<file path="config.mk">
export PLATFORM = sky130hd
export DESIGN_NAME = count8dn_fsm_flat
export DESIGN_NICKNAME = d
export VERILOG_FILES = /design/src/rtl/count8dn_fsm_if.sv /design/src/rtl/count8dn_fsm.sv /design/src/flat_wrapper.sv
export SDC_FILE = /design/constraint.sdc
export NUM_CORES = 1
export LEC_CHECK = 0
export CAP_MARGIN = 20
export CORE_UTILIZATION = 45
export DETAILED_ROUTE_END_ITERATION = 8
export PLACE_DENSITY = 0.78
export SYNTH_ARGS = -nofsm -noshare
export SYNTH_HDL_FRONTEND = slang
export SYNTH_SLANG_ARGS = --single-unit
</file>
<file path="constraint.sdc">
create_clock -name clk -period 2.35 [get_ports clk]
set_input_delay 0.5875 -clock clk [delete_from_list [all_inputs] [get_ports clk]]
set_output_delay 0.5875 -clock clk [all_outputs]
set_load 0.02 [all_outputs]
</file>
<file path="src/rtl/count8dn_fsm_if.sv">
// count8dn_fsm_if
//   Groups the control and status signals of the loadable down-counter.
//   master : drives EN, load, CNT_In; observes CNT, TC, ZERO, BUSY
//   slave  : the counter itself (inverse directions)
//   Signals:
//     EN     count enable, only honoured in RUN
//     load   synchronous load strobe, wins over EN
//     CNT_In load value
//     CNT    registered current count
//     TC     registered one-cycle terminal-count pulse
//     ZERO   CNT == 0
//     BUSY   counter is in RUN
interface count8dn_fsm_if #(
  parameter int WIDTH = 8
);
  logic             EN;
  logic             load;
  logic [WIDTH-1:0] CNT_In;
  logic [WIDTH-1:0] CNT;
  logic             TC;
  logic             ZERO;
  logic             BUSY;

  modport master (
    output EN, load, CNT_In,
    input  CNT, TC, ZERO, BUSY
  );

  modport slave (
    input  EN, load, CNT_In,
    output CNT, TC, ZERO, BUSY
  );
endinterface

</file>
<file path="src/rtl/count8dn_fsm.sv">
// count8dn_fsm
//   Loadable down-counter with an explicit IDLE/RUN/DONE state machine.
//   A non-zero load starts a count towards zero; the edge that leaves 1
//   raises a one-cycle TC pulse. One-shot mode parks in DONE with CNT=0;
//   auto-reload mode reloads the last loaded value and keeps running, so
//   it acts as a periodic tick generator.
//   Ports:
//     clk  rising-edge clock
//     res  asynchronous active-low reset
//     bus  count8dn_fsm_if.slave (EN, load, CNT_In in; CNT, TC, ZERO, BUSY out)
//   Parameters:
//     WIDTH       counter width in bits
//     AUTO_RELOAD 0 = one-shot, 1 = reload on terminal count
module count8dn_fsm #(
  parameter int WIDTH       = 8,
  parameter bit AUTO_RELOAD = 1'b0
) (
  input logic             clk,
  input logic             res,
  count8dn_fsm_if.slave   bus
);

  typedef enum logic [1:0] {
    IDLE = 2'd0,
    RUN  = 2'd1,
    DONE = 2'd2
  } state_t;

  localparam logic [WIDTH-1:0] CNT_ZERO = {WIDTH{1'b0}};
  localparam logic [WIDTH-1:0] CNT_ONE  = {{(WIDTH-1){1'b0}}, 1'b1};

  state_t           state_r, state_s;
  logic [WIDTH-1:0] cnt_r,   cnt_s;
  logic [WIDTH-1:0] rld_r,   rld_s;
  logic             tc_r,    tc_s;

  // State, count, reload value and TC registers.
  always_ff @(posedge clk or negedge res) begin
    if (!res) begin
      state_r <= IDLE;
      cnt_r   <= CNT_ZERO;
      rld_r   <= CNT_ZERO;
      tc_r    <= 1'b0;
    end else begin
      state_r <= state_s;
      cnt_r   <= cnt_s;
      rld_r   <= rld_s;
      tc_r    <= tc_s;
    end
  end

  // Next-state logic: load beats enable, enable beats hold.
  always_comb begin
    state_s = state_r;
    cnt_s   = cnt_r;
    rld_s   = rld_r;
    tc_s    = 1'b0;
    if (bus.load) begin
      // A load of zero lands in IDLE so RUN never holds CNT=0, which
      // keeps the decrement from ever wrapping to all-ones.
      cnt_s   = bus.CNT_In;
      rld_s   = bus.CNT_In;
      state_s = (bus.CNT_In != CNT_ZERO) ? RUN : IDLE;
    end else begin
      case (state_r)
        IDLE: begin
          state_s = IDLE;
        end
        RUN: begin
          if (bus.EN) begin
            if (cnt_r == CNT_ONE) begin
              tc_s = 1'b1;
              if (AUTO_RELOAD) begin
                // RLD is non-zero here: RUN is only entered by a non-zero load.
                cnt_s   = rld_r;
                state_s = RUN;
              end else begin
                cnt_s   = CNT_ZERO;
                state_s = DONE;
              end
            end else begin
              cnt_s = cnt_r - CNT_ONE;
            end
          end else begin
            state_s = RUN;
          end
        end
        DONE: begin
          state_s = DONE;
        end
        default: begin
          // Unreachable encoding: fall back to the reset state.
          state_s = IDLE;
          cnt_s   = CNT_ZERO;
          rld_s   = CNT_ZERO;
        end
      endcase
    end
  end

  assign bus.CNT  = cnt_r;
  assign bus.TC   = tc_r;
  assign bus.ZERO = (cnt_r == CNT_ZERO);
  assign bus.BUSY = (state_r == RUN);

endmodule
</file>
<file path="src/flat_wrapper.sv">
// flat-port wrapper written by rule: the top's interface ports become plain ports
module count8dn_fsm_flat 
#(
  parameter int WIDTH       = 8,
  parameter bit AUTO_RELOAD = 1'b0
)
  (clk, res, bus_EN, bus_load, bus_CNT_In, bus_CNT, bus_TC, bus_ZERO, bus_BUSY);
  count8dn_fsm_if #(.WIDTH(WIDTH)) bus_i ();
  input logic clk;
  input logic res;
  input wire logic [$bits(bus_i.EN)-1:0] bus_EN;
  input wire logic [$bits(bus_i.load)-1:0] bus_load;
  input wire logic [$bits(bus_i.CNT_In)-1:0] bus_CNT_In;
  output wire logic [$bits(bus_i.CNT)-1:0] bus_CNT;
  output wire logic [$bits(bus_i.TC)-1:0] bus_TC;
  output wire logic [$bits(bus_i.ZERO)-1:0] bus_ZERO;
  output wire logic [$bits(bus_i.BUSY)-1:0] bus_BUSY;
  assign bus_i.EN = bus_EN;
  assign bus_i.load = bus_load;
  assign bus_i.CNT_In = bus_CNT_In;
  assign bus_CNT = bus_i.CNT;
  assign bus_TC = bus_i.TC;
  assign bus_ZERO = bus_i.ZERO;
  assign bus_BUSY = bus_i.BUSY;
  count8dn_fsm #(.WIDTH(WIDTH), .AUTO_RELOAD(AUTO_RELOAD)) u_core (.clk(clk), .res(res), .bus(bus_i));
endmodule
</file>
# After elaboration in Yosys (flattened, before gate mapping)
# Cells that the tools add are included.
# W data, S select, Z words.
[op_classes]
reduce_logical = 5
n_eq_ne = 6
add_sub_neg = 1
muxes = 13
[ops]
columns = ["op", "count"]
rows = [
  ["$mux W8", 3],
  ["$pmux W8 S2", 1],
  ["$eq A8 B1 Y1 const B", 1],
  ["$logic_not A8 Y1", 1],
  ["$reduce_bool A8 Y1", 1],
  ["$sub A8 B1 Y8 const B", 1],
  ["$mux W2", 3],
  ["$mux W1", 5],
  ["$ne A4 B3 Y1 const B", 1],
  ["$pmux W2 S2", 1],
  ["$ne A3 B3 Y1 const B", 1],
  ["$eq A2 B1 Y1 const B", 1],
  ["$eq A2 B2 Y1 const B", 1],
  ["$logic_not A2 Y1", 1],
  ["$ne A2 B1 Y1 const B", 1],
  ["$reduce_and A2 Y1", 1],
  ["$reduce_or A2 Y1", 1],
]
[word_totals]
word_cells = 28
output_inout_bits = 11
input_bits = 12
register_bits = 11

# Logic depth before layout (Yosys ltp)
[logic_depth]
ltp_word = 5
ltp_mapped = 7
ltp_nobuf = 6

# Least setup slack after synthesis
# OpenSTA, ideal clock, no wires.
[synth_timing]
kind = "register to output"
start = "reg u_core.cnt_r[1] (netlist: u_core.bus.CNT[1])"
end = "out bus_ZERO"
t_required_ns = 1.762
slack_ns = -0.160
path_buffers = 0
stages_incl_launch_ff = 6
arrival_ns = 1.923
path_cell_list = "dfrtp_1 -> inv_1 -> ha_1 -> or3b_4 -> or3_1 -> nor3_1"
[synth_between]
elab_chain_cells = 1
[synth_rtl]
columns = ["item", "line", "source"]
rows = [
  ["from (decl)", "count8dn_fsm.sv:33", "logic [WIDTH-1:0] cnt_r, cnt_s;"],
  ["from (signal assigned)", "count8dn_fsm.sv:46", "cnt_r <= cnt_s;"],
  ["$logic_not A8 Y1", "count8dn_fsm.sv:103", "assign bus.ZERO = (cnt_r == CNT_ZERO);"],
  ["to (decl)", "flat_wrapper.sv:16", "output wire logic [$bits(bus_i.ZERO)-1:0] bus_ZERO;"],
]
# Every way passes these cells.

# Worst setup path after layout
[layout_timing]
start = "reg u_core.cnt_r[0] (netlist: u_core.bus.CNT[0])"
end = "out bus_ZERO"
# The elaborated chain is that of the path after synthesis.

==> qor.log <==
[clock_network] worst-case clock buffer depth 2
[place] number of buffers inserted by port buffering 22
[global_routing] number of global-route vias before repair 740
[synthesis] synthesized area per cell 8.803 um^2
[drt] number of DRC violations after detailed routing 0
[clock_network] number of hold buffers added after CTS 0
[drt] antenna-violating nets left 0
[final_layout] count of inserted antenna diode cells 0
[setup_path] number of cells traversed by the worst register-to-register path 7
[global_routing] wire length of the first global-routing pass 3249 um
[sta] final setup violation count 1
[sta] part of the cycle the worst path needs 1.033
[drt] Detailed Route WL 1930 um
[floorplanning] die footprint 1830 um^2
[power_and_ir_drop] switching share of power 0.3656
[floorplanning] # rows 14
[power_and_ir_drop] Worst IR Drop VDD 0.3603 mV
[power_and_ir_drop] combinational cell fraction of total power 0.455
[synthesis] fraction of registers with async set or reset after synthesis 1.000
[power_and_ir_drop] total net switching power 249.5 uW
[synthesis] post-synthesis register bit count 11
[setup_path] Setup crit end kind output pin
[power_and_ir_drop] static leakage power 0.4858 nW
[setup_path] CP startpoint kind register
[final_layout] fraction of final layout cells with drive strength greater than 1 0.2231
[sta] Final WS setup -78.39 ps
[sta] final hold violations 0
[setup_path] CP Data Required Time 1760 ps
[global_routing] Tot GR Track Use 0.2288
[sta] shortest clock period the worst path allows after layout 2428 ps
[drt] post-DR wirelength/cell 14.09 um
[min_path] Tightest Hold Check Type reg -> reg
[status] run status finished with violations
[clock_network] clock sink count 11
[place] Final Wtd Congestion 0.8726
[drt] via-per-instance ratio 5.693
[synthesis] number of different library cells in the post-synthesis netlist 33
[run] number of violations of the max-capacitance limit 0
[power_and_ir_drop] Clk pwr share 0.199
[drt] total iterations of the first detailed-routing run 5
[clock_network] TritonCTS clock tree yes
[sta] Worst Tran Pin Value 565.0 ps
[place] Placement Setup Slack -298.5 ps
[floorplanning] die width 42.78 um
[power_and_ir_drop] sequential group share of total power 0.346
[synthesis] number of warnings issued by yosys 0
[clock_network] CTS HTree Levels 1
[place] Placed Cells incl. Taps 130
[drt] Vias 780
[global_routing] antenna violations before repair 0
[sta] Slew Viols, Final 0
[floorplanning] height of the die 42.78 um
[synthesis] post-synthesis cell area 748.2 um^2
[synthesis] number of nets in the synthesized netlist 102
[synthesis] flip-flop cell with the highest count after synthesis dfrtp_1
[clock_network] CTS Root Buffer Type clkbuf_4
[floorplanning] number of primary I/O pins 23
[setup_path] WP data arrival 1840 ps
[floorplanning] effective utilization at floorplan 0.4910
[sta] setup clock skew after layout 7.390 ps
[final_layout] final-stage net count 139
[status] failing checks setup timing
[clock_network] total clock buffers created by CTS 3
[final_layout] commonest non-fill, non-tap cells in the layout 20 x clkdlybuf4s50_1, 13 x buf_4, 11 x dfrtp_1
[power_and_ir_drop] post-layout total power 682.3 uW
[setup_path] peak fanout along the critical path 2
[synthesis] EDFF count, synth 0
[drt] violation count after the first detailed-routing iteration 33
[final_layout] post-layout instance count excluding filler cells 137
[power_and_ir_drop] internal power consumption 432.9 uW
[setup_path] class of the most critical setup path reg -> out
[sta] RSZ-0062 raised after global routing yes
[synthesis] Syn Inst Count 85
[place] Detailed Place HPWL 1433 um
[final_layout] leading cell type in the layout, fill and taps excluded clkdlybuf4s50_1
[min_path] worst hold path cell count 2
[sta] relative slew slack 0.6233
[clock_network] later-pin clock latency in the skew report 270 ps
[global_routing] maximum number of pins on one net before global-route repair 15
[synthesis] sequential-to-total area share from yosys stat 0.3679
[global_routing] total congestion overflow after global routing 0
[power_and_ir_drop] power density relative to cell area 612.0 nW/um^2
[clock_network] clk slew on worst S/H paths 80 ps
[sta] Max Clk Rate 411.8 MHz
[floorplanning] total core area 1524 um^2
[final_layout] Layout area overhead 49.00%
critical path: stages (launching register included):
cell and delay (ps):
dfrtp_1 400, inv_2 80, ha_4 130, or3b_4 370, or3_4 340, nor3_2 110, buf_4 160
cell type report:
class | count | area [um^2]
Inverter | 9 | 33.78
Sequential cell | 11 | 275.3
Fill cell | 131 | 409.1
Timing Repair Buffer | 34 | 310.3
Tap cell | 16 | 20.02
Clock buffer | 4 | 26.28
Multi-Input combinational cell | 63 | 449.2
sequential cells by signal, indices dropped and copies added (netlist names):
register,cells
u_core.bus.CNT,8
u_core.state_r,2
u_core.bus.TC,1
per-stage QoR:
step	setup TNS [ps]	cell area (um^2)	utilization	hold slack, ps
after detailed placement	-298.5	1049	0.6880	589.8
after floorplan	0	753.2	-	291.9
after global placement	-263.7	1049	0.6880	577.3
final	-78.39	1115	0.7315	614.8
after global routing	-142.1	1115	0.7315	631.6
after CTS	-77.92	1105	0.7250	607.1
cell families (layout without fill, tap and decap cells):
family	Yosys count	count (layout)	share of synthesized area
simple gates	31	31	0.2475
compound gates	25	25	0.2157
flops	11	11	0.3679
buf+inv	11	47	0.06187
fa+ha+maj	5	5	0.08361
xor+xnor	2	2	0.02342
power groups by stage:
stage / Combinational, mW / Sequential, mW / Clock [mW]
global placement: 0.287 / 0.236 / 0
floorplan: 0.127 / 0.269 / 0
global route: 0.339 / 0.240 / 0.142
finish: 0.311 / 0.236 / 0.136
CTS: 0.306 / 0.236 / 0.135
detailed placement: 0.289 / 0.238 / 0
layer usage:
layer	up-vias	track usage	share of wire
met1	360	0.3342	0.47
met3	2	0.02553	0.064
met5	-	0	0
li1	385	-	-
met4	0	0.05625	0.0057
met2	33	0.3576	0.46
synthesized netlist by cell type, types with 2 or more instances:
| library cell | n | area (um^2) |
|---|---|---|
| a21oi_1 | 3 | 15.01 |
| a22oi_1 | 3 | 22.52 |
| a32oi_1 | 3 | 26.28 |
| ha_1 | 5 | 62.56 |
| nor2_1 | 4 | 15.01 |
| nor4_1 | 2 | 12.51 |
| or4_1 | 2 | 15.01 |
| nand2_1 | 7 | 26.28 |
| dfrtp_1 | 11 | 275.3 |
| nor3_1 | 4 | 20.02 |
| o21ai_1 | 8 | 40.04 |
| nand3b_1 | 2 | 15.01 |
| inv_1 | 9 | 33.78 |
| a31oi_1 | 3 | 18.77 |
path summary, 6_finish.rpt:
path | start | end | slack, ps
min reg2reg | u_core.bus.CNT[6]$_DFFE_PN0P_ | u_core.bus.CNT[6]$_DFFE_PN0P_ | 610
min in group asynchronous | res | u_core.state_r[1]$_DFFE_PN0P_ | 650
max reg2reg | u_core.bus.CNT[0]$_DFFE_PN0P_ | u_core.bus.CNT[5]$_DFFE_PN0P_ | 530
min | u_core.bus.CNT[6]$_DFFE_PN0P_ | u_core.bus.CNT[6]$_DFFE_PN0P_ | 610
max | u_core.bus.CNT[0]$_DFFE_PN0P_ | bus_ZERO | -80
max in group asynchronous | res | u_core.bus.CNT[5]$_DFFE_PN0P_ | 1350
timing repair:
action | 4_1_cts | 5_1_grt
setup buffers | 2 | 1
gates cloned | 0 | 0
setup endpoints to repair | 1 | 2
gates resized for setup | 10 | 1
(Power assumes the default switching activity.)
